`config.mk`:
```
export PLATFORM = sky130hd
export DESIGN_NAME = accum_file
export DESIGN_NICKNAME = d
export VERILOG_FILES = /design/src/rtl/accum_pkg.sv /design/src/rtl/accum_alu.sv /design/src/rtl/accum_file.sv
export SDC_FILE = /design/constraint.sdc
export NUM_CORES = 1
export LEC_CHECK = 0
export ABC_AREA = 1
export CAP_MARGIN = 25
export CORE_UTILIZATION = 65
export CTS_BUF_LIST = sky130_fd_sc_hd__clkbuf_4
export DETAILED_ROUTE_END_ITERATION = 6
export DONT_BUFFER_PORTS = 1
export PLACE_DENSITY = 0.81
export SKIP_CTS_REPAIR_TIMING = 1
export SLEW_MARGIN = 30
export SYNTH_ARGS = -nofsm -noshare
export SYNTH_HDL_FRONTEND = slang
export SYNTH_HIERARCHICAL = 1
export SYNTH_SLANG_ARGS = --single-unit
export TNS_END_PERCENT = 10
```
`constraint.sdc`:
```
create_clock -name clk1 -period 2.8 [get_ports clk1]
set_input_delay 0.7 -clock clk1 [delete_from_list [all_inputs] [get_ports clk1]]
set_output_delay 0.7 -clock clk1 [all_outputs]
set_load 0.05 [all_outputs]
```
`src/rtl/accum_pkg.sv`:
```
// Shared opcode and FSM state encodings for the accumulator file.
package accum_pkg;

    typedef enum logic [2:0] {
        OP_NOP  = 3'b000,
        OP_LOAD = 3'b001,
        OP_ADD  = 3'b010,
        OP_SUB  = 3'b011,
        OP_AND  = 3'b100,
        OP_XOR  = 3'b101,
        OP_CLR  = 3'b110,
        OP_SHL  = 3'b111
    } op_e;

    typedef enum logic {
        ST_IDLE  = 1'b0,
        ST_SHIFT = 1'b1
    } state_e;

    localparam int CNT_W = 3;

    // A shift by zero completes like any single-cycle op; only a non-zero count enters SHIFT.
    function automatic logic is_shift_start(op_e op, logic [CNT_W-1:0] cnt);
        return (op == OP_SHL) && (cnt != '0);
    endfunction

endpackage

```
`src/rtl/accum_alu.sv`:
```
// Single-cycle datapath: arithmetic/logic result, carry/borrow and zero detect.
module accum_alu
    import accum_pkg::*;
#(
    parameter int WIDTH = 8,
    parameter bit SAT   = 1'b0
) (
    input  logic [WIDTH-1:0] a_i,
    input  logic [WIDTH-1:0] b_i,
    input  op_e              op_i,
    output logic [WIDTH-1:0] res_o,
    output logic             carry_o,
    output logic             zero_o
);

    logic [WIDTH:0] sum;
    logic [WIDTH:0] diff;

    always_comb begin
        sum     = {1'b0, a_i} + {1'b0, b_i};
        // The extra top bit of the difference is set exactly when b_i > a_i.
        diff    = {1'b0, a_i} - {1'b0, b_i};
        res_o   = a_i;
        carry_o = 1'b0;
        case (op_i)
            OP_LOAD: res_o = b_i;
            OP_ADD: begin
                carry_o = sum[WIDTH];
                res_o   = (SAT && sum[WIDTH]) ? '1 : sum[WIDTH-1:0];
            end
            OP_SUB: begin
                carry_o = diff[WIDTH];
                res_o   = (SAT && diff[WIDTH]) ? '0 : diff[WIDTH-1:0];
            end
            OP_AND:  res_o = a_i & b_i;
            OP_XOR:  res_o = a_i ^ b_i;
            OP_CLR:  res_o = '0;
            default: res_o = a_i;
        endcase
        zero_o = (res_o == '0);
    end

endmodule

```
`src/rtl/accum_file.sv`:
```
// Register file of accumulators with single-cycle ALU ops and a bit-serial left shift.
//   state    | meaning
//   ST_IDLE  | accepting requests; single-cycle ops complete here
//   ST_SHIFT | shifting the latched entry one bit per cycle, requests ignored
module accum_file
    import accum_pkg::*;
#(
    parameter int WIDTH  = 8,
    parameter int NREGS  = 4,
    parameter bit SAT    = 1'b0,
    localparam int SELW  = $clog2(NREGS)
) (
    input  logic             clk1,
    input  logic             rst_n,
    input  logic             ena,
    input  logic [2:0]       op,
    input  logic [SELW-1:0]  sel,
    input  logic [WIDTH-1:0] data,
    input  logic [SELW-1:0]  rd_sel,
    output logic [WIDTH-1:0] accum,
    output logic             busy,
    output logic             valid,
    output logic             zero,
    output logic             carry
);

    logic [WIDTH-1:0] ent_q [NREGS];
    logic [WIDTH-1:0] ent_d [NREGS];
    state_e           state_q, state_d;
    logic [SELW-1:0]  ssel_q, ssel_d;
    logic [CNT_W-1:0] cnt_q, cnt_d;
    logic             valid_q, valid_d;
    logic             zero_q, zero_d;
    logic             carry_q, carry_d;

    op_e              op_v;
    logic [WIDTH-1:0] alu_res;
    logic             alu_carry;
    logic             alu_zero;
    logic [WIDTH-1:0] shf_res;

    assign op_v = op_e'(op);

    accum_alu #(
        .WIDTH (WIDTH),
        .SAT   (SAT)
    ) u_alu (
        .a_i     (ent_q[sel]),
        .b_i     (data),
        .op_i    (op_v),
        .res_o   (alu_res),
        .carry_o (alu_carry),
        .zero_o  (alu_zero)
    );

    always_comb begin
        ent_d   = ent_q;
        state_d = state_q;
        ssel_d  = ssel_q;
        cnt_d   = cnt_q;
        valid_d = 1'b0;
        zero_d  = zero_q;
        carry_d = carry_q;
        shf_res = {ent_q[ssel_q][WIDTH-2:0], 1'b0};
        case (state_q)
            ST_IDLE: begin
                if (ena) begin
                    if (is_shift_start(op_v, data[CNT_W-1:0])) begin
                        state_d = ST_SHIFT;
                        ssel_d  = sel;
                        cnt_d   = data[CNT_W-1:0];
                    end else if (op_v != OP_NOP) begin
                        ent_d[sel] = alu_res;
                        valid_d    = 1'b1;
                        zero_d     = alu_zero;
                        carry_d    = alu_carry;
                    end
                end
            end
            ST_SHIFT: begin
                ent_d[ssel_q] = shf_res;
                cnt_d         = cnt_q - CNT_W'(1);
                // Flags only move when the whole shift completes.
                if (cnt_q == CNT_W'(1)) begin
                    state_d = ST_IDLE;
                    valid_d = 1'b1;
                    zero_d  = (shf_res == '0);
                    carry_d = ent_q[ssel_q][WIDTH-1];
                end
            end
            default: state_d = ST_IDLE;
        endcase
    end

    always_ff @(posedge clk1 or negedge rst_n) begin
        if (!rst_n) begin
            for (int i = 0; i < NREGS; i++) ent_q[i] <= '0;
            state_q <= ST_IDLE;
            ssel_q  <= '0;
            cnt_q   <= '0;
            valid_q <= 1'b0;
            zero_q  <= 1'b1;
            carry_q <= 1'b0;
        end else begin
            ent_q   <= ent_d;
            state_q <= state_d;
            ssel_q  <= ssel_d;
            cnt_q   <= cnt_d;
            valid_q <= valid_d;
            zero_q  <= zero_d;
            carry_q <= carry_d;
        end
    end

    assign accum = ent_q[rd_sel];
    assign busy  = (state_q == ST_SHIFT);
    assign valid = valid_q;
    assign zero  = zero_q;
    assign carry = carry_q;

endmodule

```
==> results of run 1 <==
==> final timing paths <==
| path | from | end | cells past startpoint |
|---|---|---|---|
| max | sel[0] | zero | 22 |
| min | rst_n | ent_q[31] | 0 |
| max reg2reg | ent_q[26] | zero | 19 |
| min reg2reg | ent_q[30] | ent_q[30] | 2 |
| max in group asynchronous | rst_n | ent_q[8] | 1 |
| min in group clk1 | sel[0] | ssel_q[0] | 2 |
==> worst max-delay path: cells and delay by family <==
family	cells	cell delay, ns
AND/OR/NAND/NOR	12	0.99
buffers and inverters	5	0.45
AO/OA/AOI/OAI	4	0.64
adder cells (fa/ha/maj)	1	0.36
==> power by group <==
group	internal, mW	leakage [nW]	switching [mW]
Clock	0.196	0.0433	0.210
Sequential	0.862	0.531	0.426
Combinational	0.960	1.73	1.60
Total	2.02	2.30	2.24
==> Yosys cell counts (all sizes together), types with 2 or more instances <==
library cell / instances
nand2: 167
nor2: 79
inv: 78
nand3: 71
o21ai: 52
dfrtp: 40
o22ai: 35
a21oi: 19
ha: 19
buf: 18
nand4: 12
a22oi: 9
clkbuf: 7
o221ai: 7
or2: 6
fa: 2
==> layout make-up <==
type,instances,share of cell area
Timing Repair Buffer,57,0.102
Tap cell,75,0.0206
Clock buffer,6,0.00987
Clock inverter,2,0.00740
Sequential cell,41,0.225
Inverter,79,0.0658
Multi-Input combinational cell,484,0.569
==> state kept, by name (all words and copies together) (netlist names) <==
| signal | count |
|---|---|
| ssel_q | 2 |
| busy | 1 |
| ent_q | 32 |
| cnt_q | 3 |
| zero | 1 |
| valid | 1 |
| carry | 1 |
==> logic make-up (layout without fill, tap and decap cells) <==
| family | after synthesis | in the layout | synth area share |
|---|---|---|---|
| AO/OA/AOI/OAI | 126 | 126 | 0.188 |
| flip-flops | 41 | 41 | 0.253 |
| adder cells (fa/ha/maj) | 21 | 21 | 0.0685 |
| buffers and inverters | 104 | 144 | 0.116 |
| AND/OR/NAND/NOR | 336 | 336 | 0.373 |
| XOR/XNOR | 1 | 1 | 0.00216 |
==> through the flow <==
step | utilization | hold WS, ns
finish | 0.767 | 0.0276
global route | 0.767 | 0.00131
global placement | 0.741 | 0.405
floorplan | - | 0.404
CTS | 0.755 | 0.00502
detailed placement | 0.741 | 0.405
==> routing by layer <==
layer | wire length (um) | GRT usage | up-vias
li1 | - | - | 2187
met1 | 5230 | 0.534 | 2153
met2 | 5960 | 0.663 | 316
met3 | 1300 | 0.0910 | 68
met4 | 497 | 0.189 | 0
met5 | 0 | 0 | -
==> summary.txt, run 1 <==
Synth
  – FF+latch count, synth: 41
  – Synth top area share: 0.247
  – Ranking of synthesized cells by area: dfrtp_1 25%, nand2_1 15%, nand3_1 8.8%, nor2_1 6.8%, inv_1 6.3%
  – Syn Inst Count: 629
  – Ys flop type: dfrtp_1
  – Mapped cell area: 0.00405 mm^2
  – Seq/Total Area, Yosys: 0.253
  – Distinct cell type count after synthesis: 39
  – Synth Net Count: 668
  – Yosys top cell by area: dfrtp_1
  – Synth warn: 6
  – Mean Syn Cell Area: 6.44 um^2
  – Async S/R FF share, synth: 1.00
  – Post-synth EDFFs: 0

Floorplan
  – Row Count: 28
  – Die Y: 81.0 um
  – Num ports: 30
  – Die width: 81.0 um
  – Core footprint: 0.00596 mm^2
  – Total Die Area: 0.00656 mm^2
  – Initial Util: 0.681

Global route
  – Number of global-route vias before repair: 4386
  – First-pass GRT wire length: 20.8 mm
  – Largest net degree at the start of global routing: 43
  – Total gr overflow: 0
  – Initial antenna violation count: 0
  – GRT Overall Usage: 0.415

Finish
  – Nets@finish: 707
  – Area of the multi-input gates: 0.00260 mm^2
  – Finished Cell Area: 0.00457 mm^2
  – Filler cells: 481
  – Ant diodes: 0
  – FF/Latch Area: 0.00103 mm^2
  – Post-Layout Cell Count: 744
  – Commonest non-fill, non-tap cell in the layout: nand2_1
  – Layout cells sized above 1: 0.172
  – Layout area overhead: 12.6%
  – Most frequent cells in the layout: 158 x nand2_1, 72 x nor2_1, 71 x nand3_1

Pwr
  – Final Power: 4.26 mW
  – Cell leakage power: 2.30 nW
  – Power per cell area: 933 mW/mm^2
  – Peak supply drop: 0.000605 V

Drt
  – Total routed wirelength: 13.0 mm
  – Starting DRT DRC Count: 752
  – DRC Markers: 0
  – Total number of vias: 4724
  – Via-per-instance ratio: 6.35
  – Routed Antenna Nets: 0
  – Initial DRT Pass Iterations: 7
  – Routed len/inst: 17.4 um

Setup path
  – Max incr delay on CP: 0.36 ns
  – Most frequent cell on the critical path: nor2_1
  – Arr. time, crit path: 3.16 ns
  – Worst setup path class: primary input to flip-flop
  – Required @ worst endpoint: 3.10 ns
  – Worst R2R Setup Slack: 0.01 ns
  – Crit-path max FO: 9
  – CP max stage cell: ha_2
  – Critical Path Source Type: primary input
  – Crit end category: flip-flop
  – Critical-path cell list: inv_2, nor2_2, buf_12, a22oi_1, o221ai_2, ha_2, buf_4, inv_1, nand2_1, nand2_1, nor2_1, nor2_1, nand3_1, nand2_1, nand3_1, nor2_2, nand3_1, nor2_1, inv_1, nor2_1, a21oi_1, a21oi_1

STA
  – Slew Viols, Final: 0
  – Worst setup margin: -0.0580 ns
  – Minimum clock period: 2.86 ns
  – Slew HR: 0.476
  – Worst-Margin Slew: 0.786 ns
  – Hold Vio Cnt, Final: 0
  – FMAX: 350 MHz
  – Period utilization: 1.02
  – Final setup fails: 2
  – Setup TNS: -0.0793 ns
  – RSZ-0062 raised after global routing: true
  – Clock skew: 0.0302 ns

Placed design
  – Placed inst area: 0.00442 mm^2
  – HPWL after detailed placement: 9.65 mm
  – Pre-CTS setup slack: -0.394 ns
  – # placed instances: 733
  – PortBufs: 0
  – RD Place Congestion: 0.953

Clocking
  – CTS Sinks: 41
  – TritonCTS clock tree: built
  – CTS Buf Count: 5
  – Clock-pin slew on the worst setup and hold paths: 0.13 ns
  – CTS max path bufs: 2
  – Root buf cell: clkbuf_4
  – Number of H-tree levels: 2
  – Clock latency on the worst-skew pair: 0.37 ns

Outcome
  – Failing checks: negative setup slack
  – Outcome: finished, violations left

Job
  – Maxcap violations: 0

Hold path
  – HP Class: primary input to async pin
Note: power is estimated with default switching activity, not from simulation.
==> run 2: changes to the inputs <==
- CORE_MARGIN: unset -> 3
==> run 2 against run 1 <==
  * Fmax fell by 0.29%
  * Largest power group unchanged
  * Hold slack got worse by 0.010 ns
  * The flow still finishes with violations (negative setup slack)
  * Routed wire length rose by 8.5%
  * Non-clock buffer count rose by 12
  * Register-to-register slack got worse by 0.06 ns
  * Largest cell class unchanged
  * Sequential share of layout area fell by 1.2 points
  * Core utilization rose by 4.1 points
  * Worst setup slack got worse by 0.0083 ns
==> summary.txt, run 2 (synthesis gave the netlist of run 1 again) <==
Finish
  – Finished Cell Area: 0.00484 mm^2 (+6.0%)
  – Layout area overhead: 19.4%
  – Top reg by flops: ent_q
  – Ant diodes: 0 (unchanged)
  – Most frequent cells in the layout: 154 x nand2_1, 71 x nand3_1, 69 x nor2_1
  – Post-Route Utilization: 0.808 (+0.0410)
  – Largest register FFs: 32 (unchanged)
  – Nets@finish: 720 (+1.8%)
  – Commonest non-fill, non-tap cell in the layout: nand2_1
  – Post-Layout Cell Count: 756 (+1.6%)
  – Layout cells sized above 1: 0.232 (+0.0601)
  – Largest registers: ent_q (32), cnt_q (3), ssel_q (2)

Setup path
  – Arr. time, crit path: 3.16 ns (about the same)
  – Max incr delay on CP: 0.51 ns (+0.15 ns)
  – Worst setup path class: primary input to flip-flop
  – Critical-path cell list: inv_4, nor2_4, clkinvlp_4, buf_6, o221ai_4, fa_2, nand2_1, nand2_1, nor2_1, nand2_1, nand2_2, nand3_1, nor2_1, nand3_1, nor2_2, inv_1, nor2_1, a21oi_1, a21oi_1
  – Crit end category: flip-flop
  – Critical Path Source Type: primary input
  – Required @ worst endpoint: 3.09 ns (about the same)
  – CP max stage cell: fa_2
  – Crit-path max FO: 5 (-4)

Global route
  – Largest net degree at the start of global routing: 43 (unchanged)
  – Number of global-route vias before repair: 4393 (+0.16%)
  – First-pass GRT wire length: 21.0 mm (+0.99%)
  – Initial antenna violation count: 0 (unchanged)
  – GRT Overall Usage: 0.356 (-0.0587)
  – Total gr overflow: 0 (unchanged)

STA
  – Minimum clock period: 2.87 ns (+0.00831 ns)
  – RSZ-0062 raised after global routing: true
  – Final setup fails: 3 (+1)
  – Hold Vio Cnt, Final: 0 (unchanged)
  – Slew HR: 0.637 (+0.161)
  – Clock skew: 0.00655 ns (-0.0237 ns)
  – Slew Viols, Final: 0 (unchanged)
  – Worst-Margin Slew: 0.544 ns (-0.242 ns)
  – Period utilization: 1.02 (+0.00297)
  – Worst setup margin: -0.0663 ns (-0.00831 ns)
  – FMAX: 349 MHz (-0.29%)

Floorplan
  – Total Die Area: 0.00722 mm^2 (+10%)
  – Die width: 85.0 um (+4.9%)
  – Num ports: 30 (unchanged)
  – Row Count: 28 (unchanged)
  – Core footprint: 0.00599 mm^2 (+0.59%)
  – Initial Util: 0.677 (-0.00398)
  – Die Y: 85.0 um (+4.9%)

Placed design
  – PortBufs: 0 (unchanged)
  – # placed instances: 734 (+0.14%)
  – HPWL after detailed placement: 9.72 mm (+0.72%)
  – Placed inst area: 0.00442 mm^2 (+0.17%)
  – RD Place Congestion: 0.972 (+1.9%)

Pwr
  – Internal power: 2.07 mW (+2.6%)
  – Power share of the sequential group: 0.282 (-0.020)
  – Peak supply drop: 0.000828 V (+37%)
  – Final Power: 4.45 mW (+4.6%)
  – Comb pwr share: 0.650 (+0.048)
  – Switching share of power: 0.535 (+0.00880)
  – Power share of the clock group: 0.069 (-0.026)
  – Cell leakage power: 2.35 nW (+2.0%)
  – NetSw: 2.38 mW (+6.3%)
  – Power per cell area: 920 mW/mm^2 (-1.3%)

Hold path
  – HP Class: primary input to async pin

Clocking
  – Clock-pin slew on the worst setup and hold paths: 0.13 ns (about the same)
  – CTS max path bufs: 2 (unchanged)
  – Number of H-tree levels: 2 (unchanged)
  – CTS Buf Count: 5 (unchanged)
  – Root buf cell: clkbuf_4
  – TritonCTS clock tree: built
  – CTS Sinks: 41 (unchanged)
  – Clock latency on the worst-skew pair: 0.36 ns (about the same)

Outcome
  – Failing checks: negative setup slack
  – Outcome: finished, violations left

Drt
  – Initial DRT Pass Iterations: 7 (unchanged)
  – DRC Markers: 0 (unchanged)
  – Total number of vias: 4922 (+4.2%)
  – Starting DRT DRC Count: 740 (-1.6%)
  – Routed Antenna Nets: 0 (unchanged)
  – Routed len/inst: 18.6 um (+6.8%)
  – Via-per-instance ratio: 6.51 (+2.5%)
  – Total routed wirelength: 14.1 mm (+8.5%)

Job
  – Maxcap violations: 0 (unchanged)
==> run 2: final cells by class <==
class | instances | area [um^2]
timing repair inverter | 1 | 7.51
timing repair buffer | 69 | 558
clock buffer | 5 | 37.5
fill | 421 | 1150
clock inverter | 2 | 11.3
sequential | 41 | 1030
inverter | 79 | 307
multi-input combinational | 484 | 2790
tap | 75 | 93.8
==> run 2: power groups by stage <==
stage	Sequential (mW)	Clock [mW]	Combinational, mW
2_1_floorplan	1.14	0	1.75
3_3_place_gp	1.23	0	2.41
3_5_place_dp	1.23	0	2.46
4_1_cts	1.22	0.306	2.47
5_1_grt	1.27	0.327	3.13
6_report	1.25	0.305	2.89
==> run 2: worst max-delay path: cells and delay by family <==
| kind | cells | cell delay, ns |
|---|---|---|
| adders and majority gates | 1 | 0.51 |
| buffers and inverters | 4 | 0.34 |
| AOI/OAI and AO/OA | 3 | 0.48 |
| and+or+nand+nor | 11 | 1.12 |
==> run 2: metrics by stage <==
step / setup TNS, ns / hold slack, ns / setup slack, ns
global route: -1.26 / -0.00401 / -0.178
detailed placement: -8.02 / 0.405 / -0.441
CTS: -0.0721 / 0.00338 / -0.0721
global placement: -6.65 / 0.405 / -0.430
finish: -0.154 / 0.0173 / -0.0663
floorplan: -0.229 / 0.404 / -0.0597
==> run 2: final timing paths <==
check                                from         to  slack (ns)  cells after the start
worst max-delay path               sel[1]       zero       -0.07                     19
worst min-delay path                rst_n   cnt_q[1]        0.02                      0
worst max register to register  ent_q[24]   ent_q[9]       -0.05                     18
worst min register to register   cnt_q[1]   cnt_q[1]        0.59                      2
max in group asynchronous           rst_n  ent_q[25]        2.46                      1
min in group clk1                  sel[1]  ssel_q[1]        0.49                      2
==> run 2: metal layers <==
| metal | vias up | wire length [um] | GRT usage |
|---|---|---|---|
| met1 | 2237 | 5400 | 0.495 |
| met4 | 0 | 698 | 0.104 |
| met3 | 82 | 1570 | 0.0592 |
| met5 | - | 0 | 0 |
| met2 | 400 | 6420 | 0.573 |
| li1 | 2203 | - | - |
